`config.mk`:
```
export PLATFORM = sky130hd
export DESIGN_NAME = seven_seg_scan_driver
export DESIGN_NICKNAME = d
export VERILOG_FILES = /design/src/rtl/seven_seg_scan_driver.sv
export SDC_FILE = /design/constraint.sdc
export NUM_CORES = 1
export LEC_CHECK = 0
export ABC_AREA = 1
export ABC_CLOCK_PERIOD_IN_PS = 4900
export CORE_ASPECT_RATIO = 1.2
export CORE_MARGIN = 5
export CORE_UTILIZATION = 55
export CTS_BUF_LIST = sky130_fd_sc_hd__clkbuf_8 sky130_fd_sc_hd__clkbuf_16
export CTS_CLUSTER_SIZE = 20
export DETAILED_ROUTE_END_ITERATION = 8
export PLACE_DENSITY = 0.8
export SLEW_MARGIN = 40
export SYNTH_ARGS = -nofsm -noshare
export SYNTH_HDL_FRONTEND = slang
export SYNTH_SLANG_ARGS = --single-unit
```
`constraint.sdc`:
```
create_clock -name clock -period 4.9 [get_ports clock]
set_input_delay 0.735 -clock clock [delete_from_list [all_inputs] [get_ports clock]]
set_output_delay 0.735 -clock clock [all_outputs]
set_load 0.02 [all_outputs]
```
`src/rtl/seven_seg_scan_driver.sv`:
```
// Time-multiplexed scan driver for common-anode seven-segment displays.
// Every output is a register computed from the next-state counter, digit
// index and snapshot, so the pins always agree with the current slot phase.
//
// state   | meaning
// --------+----------------------------------------------------------
// ST_IDLE | scan stopped (enable low or just out of reset), all dark
// ST_SCAN | slots cycling through digits, counter running
module seven_seg_scan_driver #(
  parameter int NUM_DIGITS   = 4,
  parameter int CLK_DIV      = 100000,
  parameter int BLANK_CYCLES = 1000,
  localparam int IDX_W       = $clog2(NUM_DIGITS)
) (
  input  logic                    clock,
  input  logic                    reset_n,
  input  logic                    enable,
  input  logic [4*NUM_DIGITS-1:0] digit_data,
  input  logic [NUM_DIGITS-1:0]   dp_in,
  input  logic [NUM_DIGITS-1:0]   blank_mask,
  input  logic                    lz_suppress,
  output logic [NUM_DIGITS-1:0]   anode,
  output logic [6:0]              segment,
  output logic                    dp_out,
  output logic [IDX_W-1:0]        digit_index,
  output logic                    frame_start
);

  localparam int CNT_W = $clog2(CLK_DIV);

  typedef enum logic {ST_IDLE, ST_SCAN} state_t;

  state_t                  state, state_nx;
  logic [CNT_W-1:0]        cnt, cnt_nx;
  logic [IDX_W-1:0]        idx, idx_nx;
  logic                    load_snap;
  logic                    frame_nx;

  logic [4*NUM_DIGITS-1:0] snap_data, snap_data_nx;
  logic [NUM_DIGITS-1:0]   snap_dp, snap_dp_nx;
  logic [NUM_DIGITS-1:0]   snap_bm, snap_bm_nx;
  logic                    snap_lz, snap_lz_nx;

  logic [NUM_DIGITS-1:0]   hi_zero;
  logic [3:0]              nibble;
  logic                    window;
  logic                    lz_dark;
  logic [NUM_DIGITS-1:0]   anode_nx;
  logic [6:0]              segment_nx;
  logic                    dp_nx;

  function automatic logic [6:0] hex_to_seg(input logic [3:0] n);
    case (n)
      4'h0: hex_to_seg = 7'b1000000;
      4'h1: hex_to_seg = 7'b1111001;
      4'h2: hex_to_seg = 7'b0100100;
      4'h3: hex_to_seg = 7'b0110000;
      4'h4: hex_to_seg = 7'b0011001;
      4'h5: hex_to_seg = 7'b0010010;
      4'h6: hex_to_seg = 7'b0000010;
      4'h7: hex_to_seg = 7'b1111000;
      4'h8: hex_to_seg = 7'b0000000;
      4'h9: hex_to_seg = 7'b0010000;
      4'hA: hex_to_seg = 7'b0001000;
      4'hB: hex_to_seg = 7'b0000011;
      4'hC: hex_to_seg = 7'b1000110;
      4'hD: hex_to_seg = 7'b0100001;
      4'hE: hex_to_seg = 7'b0000110;
      default: hex_to_seg = 7'b0001110;
    endcase
  endfunction

  // Next state, slot counter, digit index, snapshot load and frame pulse.
  always_comb begin
    state_nx  = state;
    cnt_nx    = cnt;
    idx_nx    = idx;
    load_snap = 1'b0;
    frame_nx  = 1'b0;
    if (!enable) begin
      state_nx  = ST_IDLE;
      cnt_nx    = '0;
      idx_nx    = '0;
      load_snap = 1'b1;
    end else begin
      case (state)
        ST_IDLE: begin
          // First enabled edge starts a fresh frame at digit 0.
          state_nx  = ST_SCAN;
          cnt_nx    = '0;
          idx_nx    = '0;
          load_snap = 1'b1;
          frame_nx  = 1'b1;
        end
        default: begin
          if (cnt == CNT_W'(CLK_DIV - 1)) begin
            cnt_nx = '0;
            if (idx == IDX_W'(NUM_DIGITS - 1)) begin
              idx_nx    = '0;
              load_snap = 1'b1;
              frame_nx  = 1'b1;
            end else begin
              idx_nx = idx + IDX_W'(1);
            end
          end else begin
            cnt_nx = cnt + CNT_W'(1);
          end
        end
      endcase
    end
  end

  // Snapshot as it will be after this edge; outputs decode from it.
  always_comb begin
    snap_data_nx = load_snap ? digit_data  : snap_data;
    snap_dp_nx   = load_snap ? dp_in       : snap_dp;
    snap_bm_nx   = load_snap ? blank_mask  : snap_bm;
    snap_lz_nx   = load_snap ? lz_suppress : snap_lz;
  end

  // hi_zero[i] is set when nibbles i..NUM_DIGITS-1 of the snapshot are zero.
  always_comb begin
    hi_zero = '0;
    hi_zero[NUM_DIGITS-1] = (snap_data_nx[4*(NUM_DIGITS-1) +: 4] == 4'h0);
    for (int i = NUM_DIGITS - 2; i >= 0; i--) begin
      hi_zero[i] = hi_zero[i+1] & (snap_data_nx[4*i +: 4] == 4'h0);
    end
  end

  // Pin values for the digit and slot phase that become current on this edge.
  always_comb begin
    anode_nx   = '1;
    segment_nx = 7'h7F;
    dp_nx      = 1'b1;
    nibble     = snap_data_nx[4*int'(idx_nx) +: 4];
    window     = (state_nx == ST_SCAN) && (cnt_nx < CNT_W'(CLK_DIV - BLANK_CYCLES));
    lz_dark    = snap_lz_nx && (idx_nx != '0) && hi_zero[idx_nx];
    if (window) begin
      anode_nx[idx_nx] = 1'b0;
      if (!snap_bm_nx[idx_nx]) begin
        dp_nx = ~snap_dp_nx[idx_nx];
        if (!lz_dark) segment_nx = hex_to_seg(nibble);
      end
    end
  end

  // State, counters, snapshot and registered pin drivers.
  always_ff @(posedge clock or negedge reset_n) begin
    if (!reset_n) begin
      state       <= ST_IDLE;
      cnt         <= '0;
      idx         <= '0;
      snap_data   <= '0;
      snap_dp     <= '0;
      snap_bm     <= '0;
      snap_lz     <= 1'b0;
      anode       <= '1;
      segment     <= 7'h7F;
      dp_out      <= 1'b1;
      frame_start <= 1'b0;
    end else begin
      state       <= state_nx;
      cnt         <= cnt_nx;
      idx         <= idx_nx;
      snap_data   <= snap_data_nx;
      snap_dp     <= snap_dp_nx;
      snap_bm     <= snap_bm_nx;
      snap_lz     <= snap_lz_nx;
      anode       <= anode_nx;
      segment     <= segment_nx;
      dp_out      <= dp_nx;
      frame_start <= frame_nx;
    end
  end

  assign digit_index = idx;

endmodule

```
Yosys cells after proc, flatten, opt, wreduce, memory -nomap -nowiden
Memories as Yosys holds them, arrays and structs flattened.
Index checks and enable logic that the tools add are counted.
{"block": "op_classes", "addsub": 2, "order_cmp": 3, "n_eq_ne": 2, "shift": 1, "muxes": 31, "bitwise": 5, "reduce_logical": 9}
{"cell": "17-bit two-way mux", "n": 3}
{"cell": "7-bit two-way mux", "n": 3}
{"cell": "17-bit by 1-bit adder with 17-bit output (second input constant)", "n": 1}
{"cell": "17-bit equality test (second input constant)", "n": 1}
{"cell": "17-bit less-than comparator (second input constant)", "n": 1}
{"cell": "4-bit logical NOT", "n": 4}
{"cell": "16-bit two-way mux", "n": 1}
{"cell": "16-bit by 5-bit indexed part select with 4-bit output", "n": 1}
{"cell": "1-bit two-way mux", "n": 13}
{"cell": "4-bit two-way mux", "n": 3}
{"cell": "2-bit two-way mux", "n": 4}
{"cell": "1-bit binary-select mux with 2-bit select", "n": 3}
{"cell": "1-bit logical AND", "n": 4}
{"cell": "4-bit NOT", "n": 1}
{"cell": "1-bit AND", "n": 3}
{"cell": "2-bit by 3-bit less-than comparator with 1-bit output (second input constant)", "n": 1}
{"cell": "2-bit by 1-bit adder with 2-bit output (second input constant)", "n": 1}
{"cell": "1-bit demux with 2-bit select", "n": 1}
{"cell": "2-bit equality test (second input constant)", "n": 1}
{"cell": "2-bit by 1-bit greater-or-equal comparator with 1-bit output (second input constant)", "n": 1}
{"cell": "2-bit nonzero test", "n": 1}
{"cell": "1-bit NOT", "n": 1}
{"block": "word_totals", "reg_bits": 58, "romBits": 112, "in_bits": 28, "word_cells": 65, "n_memories": 1}
{"memory": "(no name shown)", "words": 16, "word_bits": 7, "read_ports": 1, "rd_ports_with_merged_regs": 0, "wr": 0, "line": "53", "rtl": "case (n)"}

Logic depth before layout (Yosys ltp)
{"block": "depth", "depth_word": 16, "ltp_mapped": 20, "depth_no_buf": 19}

Worst setup path before layout
No wires, ideal clock.
{"block": "synth_path", "path_kind": "input to register", "start": "input enable", "end": "register segment[1]", "t_arrival_ns": 2.334, "t_required_ns": 4.821, "slack_ns": 2.487, "cell_stages": 15, "path_cell_list": "nand2_1 inv_1 nand2_2 buf_6 buf_6 nand2_1 nand2_2 nand2_1 nand2_1 nor2_1 ha_1 nand2_1 nand2_1 nand2_1 nand2_1"}
{"block": "synth_between", "elab_chain_cells": 12, "word_cells_on_any_way": 28, "cone_classes": "1 x order compare; 1 x shift; 14 x mux; 3 x bitwise; 8 x reduce/logical; 1 x memory"}
{"item": "start: declaration", "line": "17", "rtl": "input logic enable,"}
{"item": "1-bit two-way mux (*)", "line": "80", "rtl": "if (!enable) begin"}
{"item": "16-bit two-way mux (*)", "line": "115", "rtl": "snap_data_nx = load_snap ? digit_data : snap_data;"}
{"item": "named net snap_data_nx[8]", "line": "39", "rtl": "logic [4*NUM_DIGITS-1:0] snap_data, snap_data_nx;"}
{"item": "branches (longest 7 deep; another with memory 16 x 7 bit)"}
{"item": "7-bit two-way mux (*)", "line": "142", "rtl": "if (!lz_dark) segment_nx = hex_to_seg(nibble);"}
{"item": "7-bit two-way mux (*)", "line": "140", "rtl": "if (!snap_bm_nx[idx_nx]) begin"}
{"item": "7-bit two-way mux (*)", "line": "138", "rtl": "if (window) begin"}
{"item": "named net segment_nx[1]", "line": "49", "rtl": "logic [6:0] segment_nx;"}
{"item": "end signal: assignment", "line": "170", "rtl": "segment <= segment_nx;"}
{"item": "end: declaration", "line": "23", "rtl": "output logic [6:0] segment,"}
Mark *: on every way through the listed nets, which the timed path passes. The select of a mux whose other input is x is not followed.

Worst setup path in the final report
{"block": "layout_path", "start": "register cnt[0]", "end": "register segment[3]"}
{"block": "layout_between", "elab_chain_cells": 15, "word_cells_on_any_way": 35, "cone_classes": "1 x add/sub; 1 x order compare; 1 x eq/ne; 1 x shift; 19 x mux; 3 x bitwise; 8 x reduce/logical; 1 x memory"}
{"item": "start: declaration", "line": "34", "rtl": "logic [CNT_W-1:0] cnt, cnt_nx;"}
{"item": "start signal: assignment", "line": "163", "rtl": "cnt <= cnt_nx;"}
{"item": "17-bit equality test (*)", "line": "96", "rtl": "if (cnt == CNT_W'(CLK_DIV - 1)) begin"}
{"item": "1-bit two-way mux (*)", "line": "96"}
{"item": "1-bit two-way mux (*)", "line": "86", "rtl": "case (state)"}
{"item": "1-bit two-way mux (*)", "line": "80"}
{"item": "16-bit two-way mux (*)", "line": "115"}
{"item": "named net snap_data_nx[13]", "line": "39"}
{"item": "branches (longest 7 deep; another with memory 16 x 7 bit)"}
{"item": "7-bit two-way mux (*)", "line": "142"}
{"item": "7-bit two-way mux (*)", "line": "140"}
{"item": "7-bit two-way mux (*)", "line": "138"}
{"item": "named net segment_nx[3]", "line": "49"}
Marks and branches as above.

==> metrics.txt <==
# TYPE chip_impl_metric gauge
chip_impl_metric{name="synth_async_sr_flop_share",unit="%"} 100
chip_impl_info{name="worstSetupEndpointType",value="flop"} 1
chip_impl_metric{name="finalHoldWorstSlack",unit="ps"} 457
chip_impl_metric{name="floorplan.initialDensity",unit="%"} 56.3
chip_impl_metric{name="floorplan.core_area",unit="mm2"} 0.00605
chip_impl_info{name="holdCritPathClass",value="reg -> reg"} 1
chip_impl_info{name="synth_top_cells_by_count",value="201 x sky130_fd_sc_hd__nand2_1, 55 x sky130_fd_sc_hd__nand3_1, 46 x sky130_fd_sc_hd__dfrtp_1"} 1
chip_impl_metric{name="detailroute.via_count",unit=""} 3160
chip_impl_info{name="cts_tree",value="yes"} 1
chip_impl_metric{name="layout.nets",unit=""} 556
chip_impl_metric{name="grtUsageTotal",unit="%"} 23.3
chip_impl_metric{name="drt_pre_antenna_iters",unit=""} 4
chip_impl_info{name="ys_dominant_reg_cell",value="sky130_fd_sc_hd__dfrtp_1"} 1
chip_impl_metric{name="cts_num_sinks",unit=""} 58
chip_impl_metric{name="cts_max_level",unit=""} 3
chip_impl_metric{name="drt-total-wl",unit="mm"} 8.28
chip_impl_metric{name="slew_violations",unit=""} 0
chip_impl_metric{name="place.port_buffers",unit=""} 42
chip_impl_metric{name="antenna_violations_before_repair",unit=""} 0
chip_impl_metric{name="detail_route.vias_per_cell",unit=""} 5.21
chip_impl_info{name="worstSetupPathType",value="reg -> reg"} 1
chip_impl_metric{name="grt_first_pass_wirelength",unit="mm"} 13.8
chip_impl_metric{name="synth-seq-area-share",unit="%"} 43.0
chip_impl_metric{name="chipWidth",unit="um"} 81.9
chip_impl_metric{name="first_global_vias",unit=""} 3125
chip_impl_metric{name="syn_to_final_growth",unit="%"} 18.7
chip_impl_metric{name="drc_errors",unit=""} 0
chip_impl_metric{name="seqCellArea",unit="mm2"} 0.00147
chip_impl_metric{name="post-cts-setup-buffer-count",unit=""} 0
chip_impl_metric{name="dp_hpwl",unit="mm"} 6.27
chip_impl_metric{name="p_total",unit="mW"} 1.04
chip_impl_metric{name="ant_nets",unit=""} 0
chip_impl_metric{name="final_core_util",unit="%"} 66.9
chip_impl_metric{name="wire_per_inst",unit="um"} 13.6
chip_impl_metric{name="synthesis.instances",unit=""} 474
chip_impl_metric{name="fin_crit",unit="ps"} 3230
chip_impl_info{name="clk_root_buffer_cell",value="sky130_fd_sc_hd__clkbuf_8"} 1
chip_impl_metric{name="hold_violations",unit=""} 0
chip_impl_metric{name="filler_cell_count",unit=""} 538
chip_impl_metric{name="placer_s_final_routability_congestion_estimate",unit=""} 0.943
chip_impl_metric{name="synth.ff_latch_count",unit=""} 58
chip_impl_metric{name="warnings_from_yosys",unit=""} 0
chip_impl_metric{name="drv.max_cap_violation_count",unit=""} 0
chip_impl_metric{name="netlist-cell-type-count",unit=""} 32
chip_impl_metric{name="globalRoute.totalOverflow",unit=""} 0
chip_impl_metric{name="syn-cell-area",unit="mm2"} 0.00341
chip_impl_metric{name="die_h",unit="um"} 96.2
chip_impl_metric{name="fin_setup_tns",unit="ps"} 0
chip_impl_metric{name="clock.fmax",unit="GHz"} 0.310
chip_impl_metric{name="layout-drive-gt1-share",unit="%"} 11.0
chip_impl_metric{name="cts_resized",unit=""} 0
chip_impl_info{name="yosysTopAreaCell",value="sky130_fd_sc_hd__dfrtp_1"} 1
chip_impl_metric{name="insertedDiodeCount",unit=""} 0
chip_impl_metric{name="initial_drc_count",unit=""} 179
chip_impl_metric{name="path_clk_slew",unit="ps"} 60
chip_impl_metric{name="final-setup-viol-count",unit=""} 0
chip_impl_metric{name="min_period_over_period",unit="%"} 65.9
chip_impl_metric{name="syn-num-nets",unit=""} 510
chip_impl_metric{name="fp.dieArea",unit="mm2"} 0.00788
chip_impl_metric{name="syn_area_per_cell",unit="um2"} 7.19
chip_impl_metric{name="worst_slew_pin_slew",unit="ps"} 733
chip_impl_metric{name="static_leakage_power",unit="nW"} 2.06
chip_impl_metric{name="clock_path_buffers",unit=""} 2
chip_impl_metric{name="path_max_fanout",unit=""} 22
chip_impl_metric{name="cp.required",unit="ps"} 5160
chip_impl_info{name="synth.area.top_cells",value="sky130_fd_sc_hd__dfrtp_1 34%, sky130_fd_sc_hd__nand2_1 22%, sky130_fd_sc_hd__dfstp_2 9.3%"} 1
chip_impl_metric{name="cp_data_arrival_time",unit="ps"} 3490
chip_impl_info{name="rsz0062_at_grt",value="no"} 1
chip_impl_metric{name="clk-insertion-delay-late",unit="ps"} 340
chip_impl_metric{name="boundaryPins",unit=""} 43
chip_impl_metric{name="grt_start_max_net_pins",unit=""} 59
chip_impl_metric{name="synth-edff-count",unit=""} 0
chip_impl_metric{name="cellPowerDensity",unit="mW/mm2"} 257
chip_impl_metric{name="netlist.area_leader.share",unit="%"} 33.8
chip_impl_metric{name="area_of_the_multi_input_gates",unit="mm2"} 0.00171
chip_impl_info{name="result_of_the_run",value="finished, final reports clean"} 1
chip_impl_metric{name="slew-limit-headroom",unit="%"} 51.2
chip_impl_info{name="yosys.cell_count.top_type",value="sky130_fd_sc_hd__nand2_1"} 1
chip_impl_metric{name="cts.hold.buffers_added",unit=""} 0
chip_impl_metric{name="core.rowCount",unit=""} 31
chip_impl_metric{name="ir_drop",unit="mV"} 0.217
chip_impl_metric{name="cts-buffers-inserted",unit=""} 9
chip_impl_info{name="startpoint_type_of_the_worst_setup_path",value="flop"} 1
chip_impl_metric{name="fin_skew",unit="ps"} 5.01
## registers in the layout, indices dropped and copies added (netlist names)
signal,cells
anode,4
snap_lz,1
snap_dp,4
state,1
snap_bm,4
dp_out,1
cnt,17
snap_data,16
segment,7
digit_index,2
frame_start,1
## per-stage QoR
stage                     cells  setup WS, ps  cell area [um2]
after detailed placement    591          1410             3880
final                       607          1670             4050
after global placement      591          1490             3880
after floorplan             474          2490             3410
after CTS                   607          1660             4050
after global routing        607          1360             4050
## path summary, 6_finish.rpt
check                      slack [ps]  cells after the start         end    start
max                              1670                     18  segment[3]   cnt[0]
min                               460                      1      cnt[0]   cnt[0]
max reg2reg                      1670                     18  segment[3]   cnt[0]
min reg2reg                       460                      1      cnt[0]   cnt[0]
max in group asynchronous        3870                      2     cnt[14]  reset_n
min in group asynchronous         530                      2      cnt[4]  reset_n
## logic make-up after synthesis
| logic type | count (synthesis) | synth area share (%) |
|---|---|---|
| AOI/OAI and AO/OA | 6 | 1.03 |
| xor gates and xnor gates | 6 | 1.54 |
| adders and majority gates | 8 | 2.94 |
| buffers and inverters | 53 | 6.83 |
| DFF | 58 | 43.0 |
| and+or+nand+nor | 343 | 44.6 |
## metal layers
metal,track usage [%],vias up,share of wire (%)
met5,0,-,0
met4,9.56,0,3.2
met3,5.43,26,3.9
met2,41.8,76,54
met1,26.3,1474,39
li1,-,1584,-
## worst max-delay path: stages, from the launching register on
cell                       delay, ps
sky130_fd_sc_hd__dfrtp_1         370
sky130_fd_sc_hd__ha_1            210
sky130_fd_sc_hd__nand3_2         150
sky130_fd_sc_hd__clkinv_1        110
sky130_fd_sc_hd__nand3_2         110
sky130_fd_sc_hd__inv_2            80
sky130_fd_sc_hd__nand3_2         370
sky130_fd_sc_hd__nand2_2         370
sky130_fd_sc_hd__buf_4           290
sky130_fd_sc_hd__nand2_1         120
sky130_fd_sc_hd__nand2_1         160
sky130_fd_sc_hd__nand2_1          70
sky130_fd_sc_hd__nand2_1          60
sky130_fd_sc_hd__nor2_1           80
sky130_fd_sc_hd__ha_1            250
sky130_fd_sc_hd__inv_1            90
sky130_fd_sc_hd__nand2_1          80
sky130_fd_sc_hd__nand3_1          90
sky130_fd_sc_hd__nand3_1          90
## final cells by class
cell class                      count  share of cell area (%)
Multi-Input combinational cell    363                    42.2
Sequential cell                    58                    36.3
Timing Repair Buffer               45                    10.8
Inverter                           43                    4.11
Clock buffer                       10                    3.40
Tap cell                           82                    2.54
Clock inverter                      6                   0.650
## power breakdown
part / leakage [nW] / switching, mW / total (mW) / internal [mW]
Clock: 0.0996 / 0.184 / 0.373 / 0.189
Combinational: 1.24 / 0.0917 / 0.151 / 0.0597
Sequential: 0.714 / 0.00759 / 0.515 / 0.508
## cell usage in the layout (no fill, tap or decap), types with 5 or more instances in the layout
| cell | synthesis | layout |
|---|---|---|
| sky130_fd_sc_hd__dfrtp_1 | 46 | 46 |
| sky130_fd_sc_hd__nor3_1 | 9 | 9 |
| sky130_fd_sc_hd__nor2_1 | 41 | 41 |
| sky130_fd_sc_hd__nand4_1 | 7 | 7 |
| sky130_fd_sc_hd__nor2_2 | 7 | 7 |
| sky130_fd_sc_hd__clkbuf_8 | 0 | 10 |
| sky130_fd_sc_hd__ha_1 | 8 | 8 |
| sky130_fd_sc_hd__inv_1 | 37 | 40 |
| sky130_fd_sc_hd__nand2_1 | 201 | 201 |
| sky130_fd_sc_hd__clkdlybuf4s50_1 | 0 | 41 |
| sky130_fd_sc_hd__dfstp_2 | 12 | 12 |
| sky130_fd_sc_hd__xor2_1 | 5 | 5 |
| sky130_fd_sc_hd__nand3_1 | 55 | 55 |
| sky130_fd_sc_hd__nand2_2 | 7 | 7 |
No activity file was read; power rests on OpenSTA's default activity.
==> edit (same settings) <==
Register the output `anode` once more, cleared by the reset; this adds one clock of latency there. The other outputs are not delayed to match.
--- a/src/rtl/seven_seg_scan_driver.sv
+++ b/src/rtl/seven_seg_scan_driver.sv
@@ -30,4 +30,6 @@
 
   typedef enum logic {ST_IDLE, ST_SCAN} state_t;
+
+  logic [NUM_DIGITS-1:0] anode_s0;
 
   state_t                  state, state_nx;
@@ -155,5 +157,5 @@
       snap_bm     <= '0;
       snap_lz     <= 1'b0;
-      anode       <= '1;
+      anode_s0    <= '1;
       segment     <= 7'h7F;
       dp_out      <= 1'b1;
@@ -167,5 +169,5 @@
       snap_bm     <= snap_bm_nx;
       snap_lz     <= snap_lz_nx;
-      anode       <= anode_nx;
+      anode_s0    <= anode_nx;
       segment     <= segment_nx;
       dp_out      <= dp_nx;
@@ -176,4 +178,12 @@
   assign digit_index = idx;
 
+  always_ff @(posedge clock or negedge reset_n) begin
+    if (!reset_n) begin
+      anode <= '0;
+    end else begin
+      anode <= anode_s0;
+    end
+  end
+
 endmodule
 
Behaviour: not the same (a bounded check fails within 4 cycles, from zero or initial values and one cycle with reset_n low).
==> edit against the original RTL <==
Fmax down 2.8%. Design area is 3.3% higher. Synthesized area is 2.9% higher. Clock power up 17%. Power increased by 9.7%. Sequential power rose by 6.6%. Wire length grew 3.2%. Sequential cell count rose by 4. Worst setup slack worse by 0.094 ns.
==> edit: results (changes against the original RTL) <==
Parameter                              Value

Outcome
  Outcome ... finished, final reports clean

Synthesis
  Top cells by instance count after synthesis ... sky130_fd_sc_hd__nand2_1 (201), sky130_fd_sc_hd__nand3_1 (55), sky130_fd_sc_hd__dfrtp_1 (50)
  Largest cells by area after synthesis ... sky130_fd_sc_hd__dfrtp_1 (36%), sky130_fd_sc_hd__nand2_1 (22%), sky130_fd_sc_hd__dfstp_2 (9.0%), sky130_fd_sc_hd__nand3_1 (7.8%), sky130_fd_sc_hd__nor2_1 (4.4%)
  Post-synthesis net count ... 514 (+0.78%)
  Adder-cell area share of the yosys netlist ... 2.85% (-0.084 points)
  Cell count after synthesis ... 478 (+0.84%)
  Area fraction in compound gates after synthesis ... 0.999% (-0.029 points)

STA
  Ratio of final minimum period to clock period ... 67.9% (+1.9 points)
  Final hold slack ... 0.387 ns (-0.0691 ns)
  Worst Max-Slew Pin Slew ... 0.621 ns (-0.112 ns)
  Final worst clock skew ... 0.0106 ns (+0.00558 ns)

Placement
  Pre-CTS setup slack ... 1.37 ns (-0.0404 ns)
  Routability congestion estimate from global placement ... 0.907 (-3.8%)
  Placed inst area ... 3980 um^2 (+2.6%)
  Post-detailed-placement half-perimeter wirelength ... 6540 um (+4.3%)
  Placed cell count ... 595 (+0.68%)

Worst hold path
  Hold Path Cell Cnt ... 0 (-1)
  Worst hold path endpoint ... anode[0]$_DFF_PN0_

GRT
  Via count of the first global-routing pass ... 3,338 (+6.8%)
  Global-route usage over all layers ... 22.7% (-0.60 points)
  Global routing usage on met1 ... 24.4% (-1.9 points)
  Wire length of the first global-routing pass ... 14,900 um (+7.4%)
  Pin count of the biggest net entering global routing ... 63 (+6.8%)
  Met3 layer usage reported by global route ... 4.33% (-1.1 points)

Finish
  Fraction of the core area covered by cells at the end of the flow ... 68.2% (+1.3 points)
  Layout cells sized above 1 ... 11.2% (+0.11 points)
  Filler cell count in the final layout ... 526 (-2.2%)
  Total number of nets in the final design ... 560 (+0.72%)

Detailed routing
  First-iteration detailed-routing DRC count ... 191 (+6.7%)
  DR WL/cell ... 14.0 um (+2.6%)
  Total wirelength of the detailed-routed design ... 8540 um (+3.2%)
  Vias per inst ... 5.27 (+1.2%)
  DRT Pass-1 Iters ... 5 (+1)

Critical path
  Worst Setup EP ... segment[1]$_DFF_PN1_
  Worst reg2reg path depth ... 17 (-1)
  Worst stage delay on the critical path ... 0.40 ns (+0.03 ns)
  Arrival time of data at the critical path endpoint ... 3.60 ns (+0.11 ns)

Pwr
  Leakage power of the design ... 2.10 nW (+2.1%)
  Peak supply drop ... 0.190 mV (-13%)

Clock tree
  Post-cts sizing count ... 0 (unchanged)
==> edit: changes by cell type in the layout (fill, tap and decap cells not counted) <==
cell	before	now
sky130_fd_sc_hd__dfrtp_1	46	50
sky130_fd_sc_hd__buf_4	3	2
sky130_fd_sc_hd__buf_6	0	1
sky130_fd_sc_hd__bufinv_16	0	1
sky130_fd_sc_hd__clkinv_2	3	2
sky130_fd_sc_hd__clkinvlp_4	0	1
sky130_fd_sc_hd__inv_1	40	39
==> edit: layout make-up <==
type                       count  share of cell area (%)
multi-input combinational    363                    40.9
sequential                    62                    37.5
timing repair buffer          45                    10.6
inverter                      43                    3.98
clock buffer                  10                    3.29
tap                           82                    2.46
clock inverter                 6                    1.32
==> edit: power breakdown <==
group          total [mW]  internal [mW]  switching (mW)
registers           0.549          0.541         0.00801
clock network       0.438          0.243           0.195
logic               0.154         0.0602          0.0935
==> edit: routing by layer <==
layer	up-vias	part of all wire [%]
li1	1601	-
met3	31	4.3
met1	1495	38
met5	-	0
met4	0	4.3
met2	91	54
